==> src/rtl/wash_cycle_sequencer.sv <==
// Washer program sequencer: fill/wash/drain/spin passes, rinse repeats, done beep.
// Owns the pause toggle, door interlock and the remaining-time counters.
module wash_cycle_sequencer #(
  parameter int TICK_DRAIN   = 2,
  parameter int TICK_MIDSPIN = 2,
  parameter int TICK_BEEP    = 5
) (
  input  logic       cp,
  input  logic       resetBtn,
  input  logic       runBtn,
  input  logic       doorOpen,
  input  logic       tick,
  input  logic [2:0] waterLevel,
  input  logic [5:0] washTime,
  input  logic [5:0] rinseTime,
  input  logic [1:0] rinseCount,
  input  logic [5:0] spinTime,
  output logic [2:0] phase,
  output logic       paused,
  output logic       inWaterLED,
  output logic       washLED,
  output logic       outWaterLED,
  output logic       spinLED,
  output logic [5:0] phaseRemain,
  output logic [9:0] remainSec,
  output logic [1:0] passIdx,
  output logic       beep,
  output logic       doneLED
);

  typedef enum logic [2:0] {
    S_IDLE  = 3'd0,
    S_FILL  = 3'd1,
    S_WASH  = 3'd2,
    S_DRAIN = 3'd3,
    S_SPIN  = 3'd4,
    S_DONE  = 3'd5
  } phase_e;

  localparam logic [5:0] TD = 6'(TICK_DRAIN);
  localparam logic [5:0] TM = 6'(TICK_MIDSPIN);
  localparam logic [5:0] TB = 6'(TICK_BEEP);

  phase_e     phase_q, phase_d;
  logic       paused_q, paused_d;
  logic       blink_q, blink_d;
  logic [5:0] pr_q, pr_d;
  logic [9:0] rs_q, rs_d;
  logic [1:0] pass_q, pass_d;
  logic [2:0] f_q, f_d;
  logic [5:0] w_q, w_d, r_q, r_d, s_q, s_d;
  logic [1:0] n_q, n_d;
  logic [3:0] led_q, led_d;

  // Zero-valued times are clamped to one tick.
  logic [2:0] f_in;
  logic [5:0] w_in, r_in, s_in;
  logic [9:0] n10, prog_len;

  assign f_in = (waterLevel == 3'd0) ? 3'd1 : waterLevel;
  assign w_in = (washTime   == 6'd0) ? 6'd1 : washTime;
  assign r_in = (rinseTime  == 6'd0) ? 6'd1 : rinseTime;
  assign s_in = (spinTime   == 6'd0) ? 6'd1 : spinTime;
  assign n10  = {8'd0, rinseCount};
  assign prog_len = (n10 + 10'd1) * ({7'd0, f_in} + {4'd0, TD})
                  + {4'd0, w_in} + n10 * {4'd0, r_in}
                  + n10 * {4'd0, TM} + {4'd0, s_in};

  logic       etick;
  logic [3:0] onehot;

  always_comb begin
    phase_d  = phase_q;
    paused_d = paused_q;
    pr_d     = pr_q;
    rs_d     = rs_q;
    pass_d   = pass_q;
    f_d      = f_q;
    w_d      = w_q;
    r_d      = r_q;
    s_d      = s_q;
    n_d      = n_q;
    etick    = 1'b0;
    onehot   = 4'd0;
    case (phase_q)
      S_IDLE: begin
        paused_d = 1'b0;
        pass_d   = 2'd0;
        pr_d     = 6'd0;
        rs_d     = 10'd0;
        if (runBtn && !doorOpen) begin
          phase_d = S_FILL;
          f_d = f_in; w_d = w_in; r_d = r_in; s_d = s_in; n_d = rinseCount;
          pr_d = {3'd0, f_in};
          rs_d = prog_len;
        end
      end
      S_FILL, S_WASH, S_DRAIN, S_SPIN: begin
        paused_d = doorOpen | (runBtn ? ~paused_q : paused_q);
        // Judging the tick against the new pause state makes a pause edge
        // swallow it and a resume edge consume it.
        etick = tick & ~paused_d;
        if (etick) begin
          rs_d = rs_q - 10'd1;
          if (pr_q == 6'd1) begin
            case (phase_q)
              S_FILL: begin
                phase_d = S_WASH;
                pr_d    = (pass_q == 2'd0) ? w_q : r_q;
              end
              S_WASH: begin
                phase_d = S_DRAIN;
                pr_d    = TD;
              end
              S_DRAIN: begin
                phase_d = S_SPIN;
                pr_d    = (pass_q == n_q) ? s_q : TM;
              end
              default: begin
                if (pass_q < n_q) begin
                  phase_d = S_FILL;
                  pass_d  = pass_q + 2'd1;
                  pr_d    = {3'd0, f_q};
                end else begin
                  phase_d = S_DONE;
                  pr_d    = TB;
                end
              end
            endcase
          end else begin
            pr_d = pr_q - 6'd1;
          end
        end
      end
      S_DONE: begin
        paused_d = 1'b0;
        if (runBtn || doorOpen || (tick && pr_q == 6'd1)) begin
          phase_d = S_IDLE;
          pr_d    = 6'd0;
          rs_d    = 10'd0;
          pass_d  = 2'd0;
        end else if (tick) begin
          pr_d = pr_q - 6'd1;
        end
      end
      default: phase_d = S_IDLE;
    endcase

    blink_d = (paused_d && !paused_q) ? 1'b0 : (tick ? ~blink_q : blink_q);

    case (phase_d)
      S_FILL:  onehot = 4'b0001;
      S_WASH:  onehot = 4'b0010;
      S_DRAIN: onehot = 4'b0100;
      S_SPIN:  onehot = 4'b1000;
      default: onehot = 4'b0000;
    endcase
    led_d = onehot ^ (onehot & {4{paused_d & blink_d}});
  end

  always_ff @(posedge cp) begin
    if (resetBtn) begin
      phase_q  <= S_IDLE;
      paused_q <= 1'b0;
      blink_q  <= 1'b0;
      pr_q     <= 6'd0;
      rs_q     <= 10'd0;
      pass_q   <= 2'd0;
      f_q      <= 3'd1;
      w_q      <= 6'd1;
      r_q      <= 6'd1;
      s_q      <= 6'd1;
      n_q      <= 2'd0;
      led_q    <= 4'd0;
    end else begin
      phase_q  <= phase_d;
      paused_q <= paused_d;
      blink_q  <= blink_d;
      pr_q     <= pr_d;
      rs_q     <= rs_d;
      pass_q   <= pass_d;
      f_q      <= f_d;
      w_q      <= w_d;
      r_q      <= r_d;
      s_q      <= s_d;
      n_q      <= n_d;
      led_q    <= led_d;
    end
  end

  assign phase       = phase_q;
  assign paused      = paused_q;
  assign inWaterLED  = led_q[0];
  assign washLED     = led_q[1];
  assign outWaterLED = led_q[2];
  assign spinLED     = led_q[3];
  assign phaseRemain = pr_q;
  assign remainSec   = rs_q;
  assign passIdx     = pass_q;
  assign beep        = (phase_q == S_DONE);
  assign doneLED     = (phase_q == S_DONE);

endmodule

==> config.mk <==
export PLATFORM = sky130hd
export DESIGN_NAME = wash_cycle_sequencer
export DESIGN_NICKNAME = d
export VERILOG_FILES = /design/src/rtl/wash_cycle_sequencer.sv
export SDC_FILE = /design/constraint.sdc
export NUM_CORES = 1
export LEC_CHECK = 0
export ABC_AREA = 1
export BUFFER_PORTS_ARGS = -buffer_cell sky130_fd_sc_hd__buf_2
export CORE_MARGIN = 5
export CORE_UTILIZATION = 35
export CTS_BUF_LIST = sky130_fd_sc_hd__clkbuf_8
export CTS_CLUSTER_SIZE = 10
export DETAILED_ROUTE_END_ITERATION = 10
export GPL_TIMING_DRIVEN = 0
export PLACE_DENSITY_LB_ADDON = 0.15
export RECOVER_POWER = 100
export SYNTH_ARGS = -nofsm -noshare
export SYNTH_HDL_FRONTEND = slang
export SYNTH_SLANG_ARGS = --single-unit
==> constraint.sdc <==
create_clock -name cp -period 7.9 [get_ports cp]
set_clock_uncertainty 0.2 [all_clocks]
set_input_delay 0.79 -clock cp [delete_from_list [all_inputs] [get_ports cp]]
set_output_delay 0.79 -clock cp [all_outputs]
set_load 0.01 [all_outputs]
## Word-level counts from Yosys, hierarchy flattened

Cells that the tools add are included.

| storage, ports and cells | value |
|---|---|
| flip-flop bits (word level) | 50 |
| input port bits | 28 |
| output and inout port bits | 28 |
| logic and storage cells | 106 |

| cells by class | value |
|---|---|
| order comparisons | 1 |
| multiplexer cells | 36 |
| equal/unequal tests | 17 |
| bitwise logic cells | 8 |
| multiply operators | 2 |
| reduce and logical (&&, ||, !) cells | 21 |
| add/subtract/negate cells | 9 |

Operators by type and width:

| cell | count |
|---|---|
| 6-bit two-way mux | 9 |
| 6-bit case mux with 3 select lines | 2 |
| 10-bit two-way mux | 3 |
| 10-bit case mux with 3 select lines | 1 |
| 3-bit two-way mux | 8 |
| 6-bit zero test | 3 |
| 3-bit case mux with 3 select lines | 2 |
| 4-bit case mux with 4 select lines | 1 |
| 3-bit by 2-bit == test with 1-bit output, second input constant | 4 |
| 10-bit by 6-bit adder with 10-bit output | 1 |
| 9-bit by 3-bit adder with 10-bit output | 1 |
| 2-bit two-way mux | 5 |
| 10-bit by 1-bit subtractor with 10-bit output, second input constant | 1 |
| 8-bit by 8-bit adder with 9-bit output | 1 |
| 3-bit == test, second input constant | 3 |
| 7-bit by 6-bit adder with 8-bit output | 1 |
| 2-bit by 6-bit multiplier with 8-bit output | 1 |
| 2-bit != test, second input constant | 4 |
| 3-bit by 4-bit multiplier with 7-bit output | 1 |
| 3-bit by 1-bit == test with 1-bit output, second input constant | 2 |
| 6-bit by 1-bit == test with 1-bit output, second input constant | 1 |
| 3-bit zero test | 2 |
| 2-bit case mux with 3 select lines | 1 |
| 3-bit AND reduction | 2 |
| 25 further kinds | 34 |

## Depth between registers and ports, before layout

Gate-level depths: netlist (run 1).

| logic depth | value |
|---|---|
| word-level depth | 11 |
| gate-level depth with buffers | 22 |

## Worst setup path before layout (run 1)

No wires, ideal clock.

| path | value |
|---|---|
| path type | input port to flip-flop |
| start | input waterLevel[2] |
| end | register rs_q[5] (netlist: remainSec[5]) |
| required time | 7.581 ns |
| stages | 18 |
| setup slack | 3.179 ns |
| arrival time | 4.402 ns |
| buffers on the path | 0 |
| cells stage by stage | nand2_1 -> inv_1 -> nor2_1 -> inv_1 -> or2_2 -> fa_1 -> fa_1 -> fa_1 -> fa_1 -> inv_1 -> ha_1 -> a21oi_1 -> nand2_1 -> nand3_1 -> nand2_1 -> or2_2 -> nand2_1 -> a21oi_1 |

| on the way | value |
|---|---|
| longest elaborated chain between the ends | 10 |

Ends and longest elaborated chain:

| what | RTL line | RTL |
|---|---|---|
| start: declaration | 13 | `input logic [2:0] waterLevel,` |
| 3-bit zero test | 60 | `assign f_in = (waterLevel == 3'd0) ? 3'd1 : waterLevel;` |
| 3-bit two-way mux * | 60 |  |
| 3-bit by 2-bit adder with 4-bit output * | 65 | `assign prog_len = (n10 + 10'd1) * ({7'd0, f_in} + {4'd0, TD})` |
| 3-bit by 4-bit multiplier with 7-bit output * | 65 |  |
| 7-bit by 6-bit adder with 8-bit output * | 66 | `+ {4'd0, w_in} + n10 * {4'd0, r_in}` |
| 8-bit by 8-bit adder with 9-bit output * | 66 |  |
| 9-bit by 3-bit adder with 10-bit output * | 67 | `+ n10 * {4'd0, TM} + {4'd0, s_in};` |
| 10-bit by 6-bit adder with 10-bit output * | 67 |  |
| 10-bit two-way mux * | 91 | `if (runBtn && !doorOpen) begin` |
| 10-bit case mux with 3 select lines * | 85 | `case (phase_q)` |
| end signal: assignment | 180 | `rs_q <= rs_d;` |
| end: declaration | 48 | `logic [9:0] rs_q, rs_d;` |

Mark *: on every way between the ends. The rest lies on a longest branch, timed or not.
A chain may end at the register's enable or synchronous reset.

## Worst setup path in the final report (run 1)

| path | value |
|---|---|
| start | input rinseCount[0] |
| end | register rs_q[5] (netlist: remainSec[5]) |

| on the way | value |
|---|---|
| longest elaborated chain between the ends | 8 |
| elaborated cells between the ends (all ways) | 9 |
| those cells by class | 5 x add/sub; 2 x mul; 2 x mux |

Ends and longest elaborated chain:

| what | RTL line | RTL |
|---|---|---|
| start: declaration | 16 | `input logic [1:0] rinseCount,` |
| 2-bit by 1-bit adder with 3-bit output | 65 |  |
| 3-bit by 4-bit multiplier with 7-bit output | 65 |  |
| 7-bit by 6-bit adder with 8-bit output | 66 |  |
| 8-bit by 8-bit adder with 9-bit output | 66 |  |
| 9-bit by 3-bit adder with 10-bit output * | 67 |  |
| 10-bit by 6-bit adder with 10-bit output * | 67 |  |
| 10-bit two-way mux * | 91 |  |
| 10-bit case mux with 3 select lines * | 85 |  |

Marks and branches as above.

==> results of run 1 <==
-- flip-flops by register name (all words and copies together) (netlist names) --
signal / flops
blink_q: 1
f_q: 3
led_q: 4
n_q: 2
passIdx: 2
paused: 1
phase: 3
phaseRemain: 6
r_q: 6
remainSec: 10
s_q: 6
w_q: 6
-- critical path: cells and delay by family --
| kind | cells | cell delay (ps) |
|---|---|---|
| AOI/OAI and AO/OA | 2 | 210 |
| adders and majority gates | 5 | 2420 |
| buffers and inverters | 3 | 620 |
| and+or+nand+nor | 6 | 760 |
-- Yosys cell counts --
cell type    n
buf_2        3
buf_6        2
a21boi_0     1
nor2_1      81
o22ai_1      1
dfxtp_1     50
nor2_4       2
nand3_2      1
o21bai_1     2
inv_1      107
nand3b_1     1
or2_0        1
nand3_4      2
nand2_2      2
ha_1        22
inv_2        4
nor3_1       2
buf_4        1
nand3_1     35
xnor2_1      3
a21o_1       1
fa_1        24
nand4_1      6
o21a_1       2
a21oi_1     46
o21ai_1      7
or2_2        3
nor2_2       2
nand2_4      3
xor2_1       4
clkbuf_1    12
nand2_1    145
a31o_2       1
o21ai_0     43
-- through the flow --
step                      total power, mW  worst slack (ps)  hold WS, ps   util  cell area [µm²]
final                               0.923              3110          262  0.399             4580
after global routing                 1.02              2790          281  0.399             4580
after CTS                           0.942              3140          255  0.403             4620
after detailed placement            0.785              2770          242  0.396             4540
after global placement              0.780              2780          239  0.396             4540
after floorplan                     0.667              3180          224      -             4100
-- final timing paths --
kind | endpoint | slack (ps) | depth (start not counted)
worst max-delay path | remainSec[5] | 3110 | 16
worst min-delay path | n_q[1] | 260 | 2
worst max register to register | w_q[1] | 5730 | 8
worst min register to register | n_q[1] | 260 | 2
-- cell type report --
| class | instances | share of cell area |
|---|---|---|
| well taps | 143 | 0.0391 |
| repair buffers | 54 | 0.0511 |
| clock buffers | 5 | 0.0150 |
| multi-input cells | 443 | 0.564 |
| plain buffers | 18 | 0.0189 |
| clock inverters | 2 | 0.00219 |
| flip-flops and latches | 50 | 0.219 |
| inverters | 111 | 0.0911 |
-- cell families after synthesis --
| logic type | after synthesis |
|---|---|
| simple gates | 286 |
| buf+inv | 129 |
| compound gates | 104 |
| xor+xnor | 7 |
| flops | 50 |
| fa+ha+maj | 46 |
-- report_power, final --
part	switching, mW	internal (mW)
Combinational	0.298	0.183
Sequential	0.0172	0.273
Clock	0.0908	0.0597
Total	0.406	0.516
-- metal layers --
layer | global-route usage | vias up | routed length [µm] | share of wire
li1 | - | 2052 | - | -
met1 | 0.206 | 1821 | 5030 | 0.45
met2 | 0.282 | 72 | 5440 | 0.49
met3 | 0.0330 | 11 | 431 | 0.039
met4 | 0.0401 | 0 | 154 | 0.014
met5 | 0 | - | 0 | 0
==> metrics.txt, run 1 <==
post-synthesis mux area share=0; Tightest Hold Check Type=register to register; Syn Nets=696; sequential cell area=0.00100 mm²; Post-route DRC=0; Initial Utilization=0.357; global placement routability congestion=0.859; area grow syn2layout=11.7%; hpwl dp=9.11 mm; Slew HR=0.634; reg-to-reg critical path startpoint=phase[1]; leading area contributor after synthesis=dfxtp_1; GRT Util Overall=0.162; CTS tree=yes; yosys warns=0; Post-CTS Setup Inserts=0; WL per Instance=13.4 µm; RSZ-0062 raised after global routing=false; H-tree depth=2; Peak Freq=209 MHz; height of the chip=118 µm; clock tree buffer depth=2; Lkg Pwr=2.32 nW; CP max stage cell=fa_1; Initial DRC Count=120; IO Pins=56; period utilization=0.606; nets@finish=757; Max-Cap Viols=0; Post-Synth Adder-Cell Area=0.185; DR vias=3,956; area share of and/or/nand/nor cells after synthesis=0.300; crit-path max FO=10; final hold violation count=0; most common cell after layout, fill and taps aside=nand2_1; Seq/Total Area, Yosys=0.244; Filler cells=1,252; Netlist cell types=34; crit path launch type=input pin; antenna violations before repair=0; critical path type=input pin to register; most frequent cells in the layout=146 x nand2_1, 108 x inv_1, 81 x nor2_1; Post-CTS Resized=0; gr ovfl total=0; vias per cell=4.79; # diodes=0; CP Cell Sequence=clkbuf_1 > clkbuf_1 > nand2_1 > fa_1 > fa_1 > fa_1 > fa_1 > inv_1 > ha_1 > a21oi_1 > nand2_1 > nand3_1 > nand2_1 > or2_2 > nand2_1 > a21oi_1; worst skew pair latency=320 ps; Worst EP required=7920 ps; area of the die=0.0140 mm²; Post-CTS Hold Buffers=0; Die X=118 µm; cts bufs inserted=5; area share of the largest cell type after synthesis=0.244; Clock Pin Slew Worst Setup and Hold Paths=90 ps; Seq cells post-synth=50; Multi-input gate area=0.00258 mm²; area of the core=0.0115 mm²; final WL=11.1 mm; Avg Cell Area, Syn=6.58 µm²; Final Slew Violations=0; mapped cell area=0.00410 mm²; final period demand of the worst path=4790 ps; Compound-Gate Fraction of Synth Area=0.132; Sum Neg Setup Slack=0 ps; Pre-antenna DRT Iters=4; clk sink count=50; share of cells above drive strength 1=0.0761; CP endpoint kind=register; # rows=39; Post-DRT Antenna Nets=0; dpl cells=819; crit path from=rinseCount[0]; PwrDens=202 mW/mm²; Peak VDD IR=0.113 mV; xor-xnor portion of the synthesized cell area=0.0150; Final Instance Count excl. Fillers=826; CTS root buf=clkbuf_8; first-pass GRT wire length=18.7 mm; synth top area cells=dfxtp_1 24%, nand2_1 13%, fa_1 12%; Slew @ Worst Pin=550 ps; Post-Syn Instances=622; largest family of logic cells by synthesized area=simple AND/OR/NAND/NOR gates; slowest stage delay, CP=530 ps; Hold Startpoint=n_q[1]; vias in the first global route=3,978; final setup fails=0; status=finished, final reports clean; Worst Path Arrival=4810 ps; largest net degree at the start of global routing=15; Port Buf Inserts=54
Note: power is estimated with default switching activity, not from simulation.
==> run 2, diff against run 1 <==
==> constraint.sdc (replaced) <==
create_clock -name cp -period 4.44 [get_ports cp]
set_clock_uncertainty 0.2 [all_clocks]
set_input_delay 0.444 -clock cp [delete_from_list [all_inputs] [get_ports cp]]
set_output_delay 0.444 -clock cp [all_outputs]
set_load 0.01 [all_outputs]
==> run 2 against run 1 <==
  * Sequential power up 78%
  * Register-to-register slack lost 3700 ps
  * Sequential share of layout area is essentially flat
  * Final cell count increased by 0.12%
  * Count of clock-buffer cells in the layout unchanged
  * Die area stayed put
  * First-iteration DRC count increased by 9.2%
  * Wire length grew 0.64%
==> metrics.txt, run 2 (synthesis gave the netlist of run 1 again) <==
Initial Utilization=0.357 (unchanged); max FFs per register=10 (unchanged); dpl cells=819 (unchanged); crit path launch type=input pin; critical path type=input pin to register; Initial DRC Count=131 (+9.2%); # diodes=0 (unchanged); cts bufs inserted=5 (unchanged); Final Instance Count excl. Fillers=827 (+0.12%); internal power=957 µW (+85%); GRT Util Overall=0.162 (unchanged); most frequent cells in the layout=147 x nand2_1, 109 x inv_1, 79 x nor2_1; Clock Power Share=0.158 (-0.005); clock tree buffer depth=2 (unchanged); final worst slack=202 ps (-2910 ps); PwrDens=371 mW/mm² (+84%); global placement routability congestion=0.859 (unchanged); Port Buf Inserts=54 (unchanged); final hold violation count=0 (unchanged); largest net degree at the start of global routing=15 (unchanged); area of the core=0.0115 mm² (unchanged); CTS root buf=clkbuf_8; sequential share of power=0.304 (-0.011); Final Slew Violations=0 (unchanged); worst skew pair latency=320 ps (about the same); share of cells above drive strength 1=0.0833 (+0.00720); Pre-antenna DRT Iters=4 (unchanged); height of the chip=118 µm (unchanged); Final Total Pwr=1.70 mW (+84%); Tightest Hold Check Type=input pin to register; status=finished, final reports clean; gr ovfl total=0 (unchanged); vias in the first global route=3,978 (unchanged); most common cell after layout, fill and taps aside=nand2_1; area of the die=0.0140 mm² (unchanged); vias per cell=4.78 (-0.25%); final setup fails=0 (unchanged); DR vias=3,951 (-0.13%); WL per Instance=13.4 µm (+0.52%); Post-route DRC=0 (unchanged); Net Sw Power=743 µW (+83%); crit-path max FO=5 (-5); final period demand of the worst path=4240 ps; Slew @ Worst Pin=557 ps (+7.09 ps); combinational power share=0.539 (+0.017); Peak Freq=236 MHz; Max-Cap Viols=0 (unchanged); Place WS=-339 ps (-3110 ps); Clock Pin Slew Worst Setup and Hold Paths=90 ps (about the same); nets@finish=758 (+0.13%); Filler cells=1,264 (+0.96%); Lkg Pwr=2.31 nW (-0.62%); Slew HR=0.629 (-0.00473); # rows=39 (unchanged); Sum Neg Setup Slack=0 ps (unchanged); Worst EP required=4460 ps (-3460 ps); Peak VDD IR=0.213 mV (+89%); Sw Ratio=0.437 (-0.00325); CP endpoint kind=register; period utilization=0.955; first-pass GRT wire length=18.7 mm (unchanged); area grow syn2layout=11.8% (about the same); hold_ws=232 ps (-30.2 ps); Post-DRT Antenna Nets=0 (unchanged); antenna violations before repair=0 (unchanged); H-tree depth=2 (unchanged); clk sink count=50 (unchanged); IO Pins=56 (unchanged); Die X=118 µm (unchanged); CTS tree=yes; final WL=11.1 mm (+0.64%); Worst Path Arrival=4260 ps (-550 ps); hpwl dp=9.11 mm (unchanged)
==> run 2: routing by layer <==
layer	track usage	vias to the layer above	wire, µm
met5	0	-	0
met4	0.0401	0	139
met3	0.0330	9	441
met2	0.282	69	5520
met1	0.206	1821	5020
li1	-	2052	-
==> run 2: metrics by stage <==
stage          area, µm²   util
6_report            4580  0.399
5_1_grt             4580  0.399
4_1_cts             4620  0.403
3_5_place_dp        4540  0.396
3_3_place_gp        4540  0.396
2_1_floorplan       4100      -
==> run 2: repair_timing <==
action | in CTS | in global routing
gates resized for setup | 0 | 13
buffers inserted | 0 | 1
endpoints found under the hold margin | 0 | 0
setup endpoints to repair | 0 | 7
hold buffers | 0 | 0
==> run 2: cell type report <==
cell class | count | area, µm² | share of cell area
multi-input cells | 443 | 2580 | 0.563
flip-flops and latches | 50 | 1000 | 0.219
inverters | 111 | 417 | 0.0910
repair buffers | 55 | 245 | 0.0536
well taps | 143 | 179 | 0.0391
plain buffers | 18 | 80.1 | 0.0175
clock buffers | 5 | 68.8 | 0.0150
clock inverters | 2 | 10.0 | 0.00219
==> run 2: path summary, 6_finish.rpt <==
kind,start,endpoint,slack [ps],cells after the start
setup / recovery,waterLevel[1],remainSec[5],200,19
hold / removal,spinTime[4],s_q[4],230,3
setup reg to reg,phase[1],phaseRemain[2],2030,9
hold reg to reg,r_q[3],r_q[3],260,2
==> run 2: power by group through the flow <==
stage	Combinational [mW]	Sequential (mW)	Clock, mW
floorplan	0.656	0.531	0
global placement	0.862	0.526	0
detailed placement	0.871	0.527	0
CTS	0.875	0.516	0.284
global route	1.06	0.522	0.295
finish	0.915	0.516	0.268
==> run 2: critical path, cell delays in order <==
cell and delay, ps:
buf_2 130, nand2_2 70, inv_1 50, nor2_2 120
inv_1 70, or2_2 290, fa_1 480, fa_1 540
fa_1 430, fa_1 520, inv_1 70, ha_4 260
a21oi_2 150, nand2_2 100, nand3_1 70, nand2_1 60
or2_2 270, nand2_1 80, a21oi_1 50
